**src/rtl/mist1032isa_sync_fifo.sv**
```systemverilog
// mist1032isa_sync_fifo
//   Single-clock first-word-fall-through FIFO. The head entry is always
//   presented on oRD_DATA; asserting iRD_EN consumes it on the next edge.
//
// Parameters
//   N        data width in bits
//   DEPTH    number of entries (must equal 2**DEPTH_N)
//   DEPTH_N  pointer width
//
// Ports
//   iCLOCK       clock, all state updates on the rising edge
//   iRESET_SYNC  synchronous active-high reset (pointers and count only)
//   oCOUNT       number of valid entries, 0..DEPTH
//   iWR_EN       push iWR_DATA this cycle (dropped when full)
//   iWR_DATA     data to push
//   oWR_FULL     FIFO holds DEPTH entries
//   iRD_EN       pop head entry this cycle (ignored when empty)
//   oRD_DATA     current head entry, combinational from storage
//   oRD_EMPTY    FIFO holds no entries
module mist1032isa_sync_fifo #(
  parameter int N       = 16,
  parameter int DEPTH   = 4,
  parameter int DEPTH_N = 2
) (
  input  logic               iCLOCK,
  input  logic               iRESET_SYNC,
  output logic [DEPTH_N:0]   oCOUNT,
  input  logic               iWR_EN,
  input  logic [N-1:0]       iWR_DATA,
  output logic               oWR_FULL,
  input  logic               iRD_EN,
  output logic [N-1:0]       oRD_DATA,
  output logic               oRD_EMPTY
);

  localparam logic [DEPTH_N:0]   FULL_CNT = (DEPTH_N+1)'(DEPTH);
  localparam logic [DEPTH_N:0]   CNT_ONE  = (DEPTH_N+1)'(1);
  localparam logic [DEPTH_N-1:0] PTR_ONE  = DEPTH_N'(1);

  logic [N-1:0]       mem_q [DEPTH];
  logic [DEPTH_N-1:0] wptr_q, wptr_d;
  logic [DEPTH_N-1:0] rptr_q, rptr_d;
  logic [DEPTH_N:0]   count_q, count_d;
  logic               we, re;

  // Full/empty come from the registered count, so a same-cycle read never
  // makes room for a write to a full FIFO and vice versa.
  assign oRD_EMPTY = (count_q == '0);
  assign oWR_FULL  = (count_q == FULL_CNT);
  assign oCOUNT    = count_q;
  assign oRD_DATA  = mem_q[rptr_q];

  assign we = iWR_EN && !oWR_FULL;
  assign re = iRD_EN && !oRD_EMPTY;

  always_comb begin
    wptr_d  = wptr_q;
    rptr_d  = rptr_q;
    count_d = count_q;
    if (we) wptr_d = wptr_q + PTR_ONE;
    if (re) rptr_d = rptr_q + PTR_ONE;
    if (we && !re)      count_d = count_q + CNT_ONE;
    else if (re && !we) count_d = count_q - CNT_ONE;
  end

  always_ff @(posedge iCLOCK) begin
    if (iRESET_SYNC) begin
      wptr_q  <= '0;
      rptr_q  <= '0;
      count_q <= '0;
    end else begin
      wptr_q  <= wptr_d;
      rptr_q  <= rptr_d;
      count_q <= count_d;
    end
  end

  // Storage is not reset; gating on reset keeps writes from landing while
  // the pointers are being cleared.
  always_ff @(posedge iCLOCK) begin
    if (!iRESET_SYNC && we) mem_q[wptr_q] <= iWR_DATA;
  end

endmodule

```
**config.mk**
```make
export PLATFORM = sky130hd
export DESIGN_NAME = mist1032isa_sync_fifo
export DESIGN_NICKNAME = d
export VERILOG_FILES = /design/src/rtl/mist1032isa_sync_fifo.sv
export SDC_FILE = /design/constraint.sdc
export NUM_CORES = 1
export LEC_CHECK = 0
export CAP_MARGIN = 20
export CORE_UTILIZATION = 50
export DETAILED_ROUTE_END_ITERATION = 6
export PLACE_DENSITY_LB_ADDON = 0.05
export SLEW_MARGIN = 5
export SYNTH_ARGS = -nofsm -noshare
export SYNTH_HDL_FRONTEND = slang
export SYNTH_SLANG_ARGS = --single-unit
```
**constraint.sdc**
```tcl
create_clock -name iCLOCK -period 6.85 [get_ports iCLOCK]
set_clock_uncertainty 0.1 [all_clocks]
set_input_delay 1.37 -clock iCLOCK [delete_from_list [all_inputs] [get_ports iCLOCK]]
set_output_delay 1.37 -clock iCLOCK [all_outputs]
set_load 0.005 [all_outputs]
```
=== Word-level counts from Yosys, hierarchy flattened ===
Memory sizes are Yosys's and may differ from the RTL's. A register that Yosys moved wholly into a read port is not among the register bits.
Cells that the tools add are included.

* Logic and storage cells: 27
* Register bits: 7
* ROM bits: 0
* Bits in latches: 0
* Memories kept: 1
* Bits in writable memories: 64

{| class="wikitable"
|+ Memory list
! memory !! words !! bits a word !! read ports !! clocked after Yosys merged registers in !! wr ports !! line !! text
|-
| mem_q || 4 || 16 || 1 || 1 || 1 || 40 || <nowiki>logic [N-1:0] mem_q [DEPTH];</nowiki>
|}

* $lt $le $gt $ge: 0
* Divide/modulo/power cells: 0
* Multiplexer cells: 6
* Equality and inequality tests: 1
* Bitwise operators: 0
* $add $sub $neg: 4
* Reduce and logical (&&, ||, !) cells: 12
* Shifts and indexed selects: 0
* Multiply operators: 0

{| class="wikitable"
|+ Operators with widths
! kind !! number
|-
| $mux 3 || 2
|-
| $logic_and 1x1->1 || 5
|-
| $logic_not 1->1 || 5
|-
| $add 2x1->2 const B || 2
|-
| $mux 2 || 2
|-
| $add 3x1->3 const B || 1
|-
| $eq 3x3->1 const B || 1
|-
| $logic_not 3->1 || 1
|-
| $sub 3x1->3 const B || 1
|-
| $mux 1 || 2
|-
| $reduce_bool 2->1 || 1
|}

=== Logic depth before layout (Yosys ltp) ===
* Depth in word-level cells: 7
* Gate-level depth with buffers: 9

=== Worst setup path after synthesis ===
Ideal clock, no wire load.

* Kind: input-to-reg
* Start: input iRESET_SYNC
* End: memory mem_q[0][0] (enable)
* Data arrival time: 2.820 ns
* Stages on the path: 2
* Buffers on the path: 1
* Setup slack: 3.517 ns
* Cells stage by stage: clkbuf_1 nor3b_1

* Longest elaborated chain between the ends: 4

{| class="wikitable"
|+ Ends and longest elaborated chain
! what !! line !! text
|-
| start: declaration || 26 || <nowiki>input logic iRESET_SYNC,</nowiki>
|-
| $logic_not 1->1 || 81 || <nowiki>if (!iRESET_SYNC && we) mem_q[wptr_q] <= iWR_DATA;</nowiki>
|-
| $logic_and 1x1->1 || 81 ||
|-
| $mux 1 || 81 ||
|-
| $mux 1 (implied by the code) || 81 ||
|-
| end: declaration || 40 ||
|}

Every way passes these cells.

==> results.sh <==
export IMPL_worst_pin_slew_ns=0.8304
export IMPL_root_buffer="clkbuf_8"
export IMPL_r2r_cells=9
export IMPL_ys_seq_elements=73
export IMPL_peakVddDrop_mv=0.1756
export IMPL_layout_common_cells="edfxtp_1, clkdlybuf4s50_1, mux4_2, dfxtp_1, clkbuf_8"
export IMPL_insertion_delay_ns=0.33
export IMPL_start_kind="flip-flop"
export IMPL_drive_gt1_share_pct=21.16
export IMPL_outcome="completed"
export IMPL_routed_wirelength_um=4573
export IMPL_final_net_count=210
export IMPL_initial_core_util_pct=53.28
export IMPL_clockBufferDepth=2
export IMPL_setup_tns_ns=0
export IMPL_wire_per_inst_um=17.66
export IMPL_relSlewSlack_pct=44.57
export IMPL_core_area_um2=5270
export IMPL_ys_types=24
export IMPL_viasPerCell=5.344
export IMPL_synthFlopType="edfxtp_1"
export IMPL_die_area_um2=5919
export IMPL_grt_pass1_wl_um=7203
export IMPL_cp_arrival_ns=2.25
export IMPL_hpwl_um=3120
export IMPL_post_route_period_util_pct=54.33
export IMPL_ys_warn_count=0
export IMPL_report_final_hold_viol_count=0
export IMPL_p_total_w=0.001193
export IMPL_synth_edf_count=64
export IMPL_seq_area_um2=2102
export IMPL_rsz0062_at_grt="false"
export IMPL_firstDrtPassIters=4
export IMPL_synth_area_um2=2808
export IMPL_synth_fp_nets=159
export IMPL_hold_buffers=0
export IMPL_drv_cap=0
export IMPL_holdCritPathClass="flip-flop to flip-flop"
export IMPL_rows=26
export IMPL_period_minus_slack_ns=3.721
export IMPL_p_leak_nw=1.161
export IMPL_finalSetupViolCount=0
export IMPL_cts_max_level=3
export IMPL_die_h_um=76.94
export IMPL_overflow=0
export IMPL_cts_tree="done"
export IMPL_cts_sinks=73
export IMPL_layout_commonest_cell="edfxtp_1"
export IMPL_critPathCaptureType="primary output"
export IMPL_syn_to_final_growth_pct=25.36
export IMPL_vias=1384
export IMPL_synth_seq_area_share_pct=74.87
export IMPL_grtUsageTotal_pct=17.21
export IMPL_io_pins=41
export IMPL_antenna_found_initial=0
export IMPL_slew_viol_final=0
export IMPL_powerDensity_nw_per_um2=338.8
export IMPL_n_antenna_cell=0
export IMPL_criticalPathCategory="flip-flop to primary output"
export IMPL_cp_data_required_time_ns=5.38
export IMPL_ant_nets=0
export IMPL_grt_max_degree=17
export IMPL_clk_pin_slew_ns=0.07
export IMPL_cts_setup_buffers=0
export IMPL_drt_first_iter_violations=61
export IMPL_async_reset_ff_share_pct=0
export IMPL_finalWeightedCongestion=0.7300
export IMPL_nFillCells=376
export IMPL_syn_area_per_cell_um2=21.11
export IMPL_hold_depth=2
export IMPL_cts_resized=0
export IMPL_syn_inst=133
export IMPL_drc=0
export IMPL_crit_fanout=10
export IMPL_die_w_um=76.94
export IMPL_cts_buffers=9
export IMPL_multi_input_area_um2=670.6
export IMPL_place_port_buffers=40
export IMPL_fmax_mhz=268.7
export IMPL_grt_pass1_vias=1442
-- routing by layer --
layer | vias up | global-route usage [%] | share of wire (%)
met1 | 703 | 20.35 | 42
met4 | 0 | 9.808 | 1.3
met2 | 42 | 28.39 | 52
met5 | - | 0 | 0
li1 | 632 | - | -
met3 | 7 | 4.643 | 4.9
-- worst paths after layout --
check,startpoint,endpoint,slack [ns]
setup / recovery,flip-flop,oRD_DATA[9],3.13
hold / removal,rptr_q[1]$_SDFFE_PP0P_,flip-flop,0.43
setup reg to reg,oCOUNT[0]$_SDFFE_PP0P_,oCOUNT[2]$_SDFFE_PP0P_,4.55
hold reg to reg,rptr_q[1]$_SDFFE_PP0P_,flip-flop,0.43
-- power breakdown --
part	internal, W	leakage, nW	switching, W
logic	0.000190	0.407	0.0000993
registers	0.000520	0.655	0.0000406
clock network	0.000203	0.0997	0.000140
total	0.000913	1.16	0.000279
-- flip-flops by register name, summed over array words and instances, names as in the netlist, named ones only --
register  cells
oCOUNT        3
rptr_q        2
mem_q        64
wptr_q        2
-- Yosys cell counts (2+ instances only) --
library cell	number	area share [%]
mux2i_1	2	0.71
dfxtp_1	9	6.4
ha_1	5	2.2
inv_1	4	0.53
or3_1	2	0.45
nor3b_1	4	1.1
a21oi_1	2	0.36
nor2_1	5	0.67
o21ai_0	2	0.36
nand2b_1	2	0.45
mux4_2	16	13
edfxtp_1	64	68
xor2_1	4	1.2
buf_6	2	0.80
-- critical path, cell delays in order (launching register included) --
cell             delay, ns
dfxtp_1               0.60
buf_4                 0.32
mux4_2                0.54
clkdlybuf4s50_1       0.46
-- metrics by stage --
| step | hold slack [ns] | cell area [um2] | worst slack, ns | std cells | util [%] |
|---|---|---|---|---|---|
| floorplan | 0.3807 | 2808 | 3.517 | 133 | - |
| detailed placement | 0.4223 | 3317 | 3.342 | 243 | 62.94 |
| global placement | 0.4014 | 3317 | 3.430 | 243 | 62.94 |
| CTS | 0.4393 | 3520 | 3.043 | 259 | 66.79 |
| finish | 0.4291 | 3520 | 3.129 | 259 | 66.79 |
| global route | 0.4792 | 3520 | 2.969 | 259 | 66.79 |
-- area by class of cell --
cell class                      count  share of cell area (%)
Timing Repair Buffer               45                   12.44
Multi-Input combinational cell     50                   19.05
Inverter                            5                  0.5332
Tap cell                           70                   2.488
Clock inverter                      4                   1.920
Clock buffer                       12                   3.839
Sequential cell                    73                   59.72
-- cell families after synthesis --
family | Yosys count | synth area share [%]
flip-flops | 73 | 74.87
multiplexers | 18 | 13.55
AND/OR/NAND/NOR | 16 | 3.966
buffers and inverters | 10 | 1.960
AO/OA/AOI/OAI | 6 | 1.471
adder cells (fa/ha/maj) | 6 | 2.941
XOR/XNOR | 4 | 1.248
(Power assumes the default switching activity.)
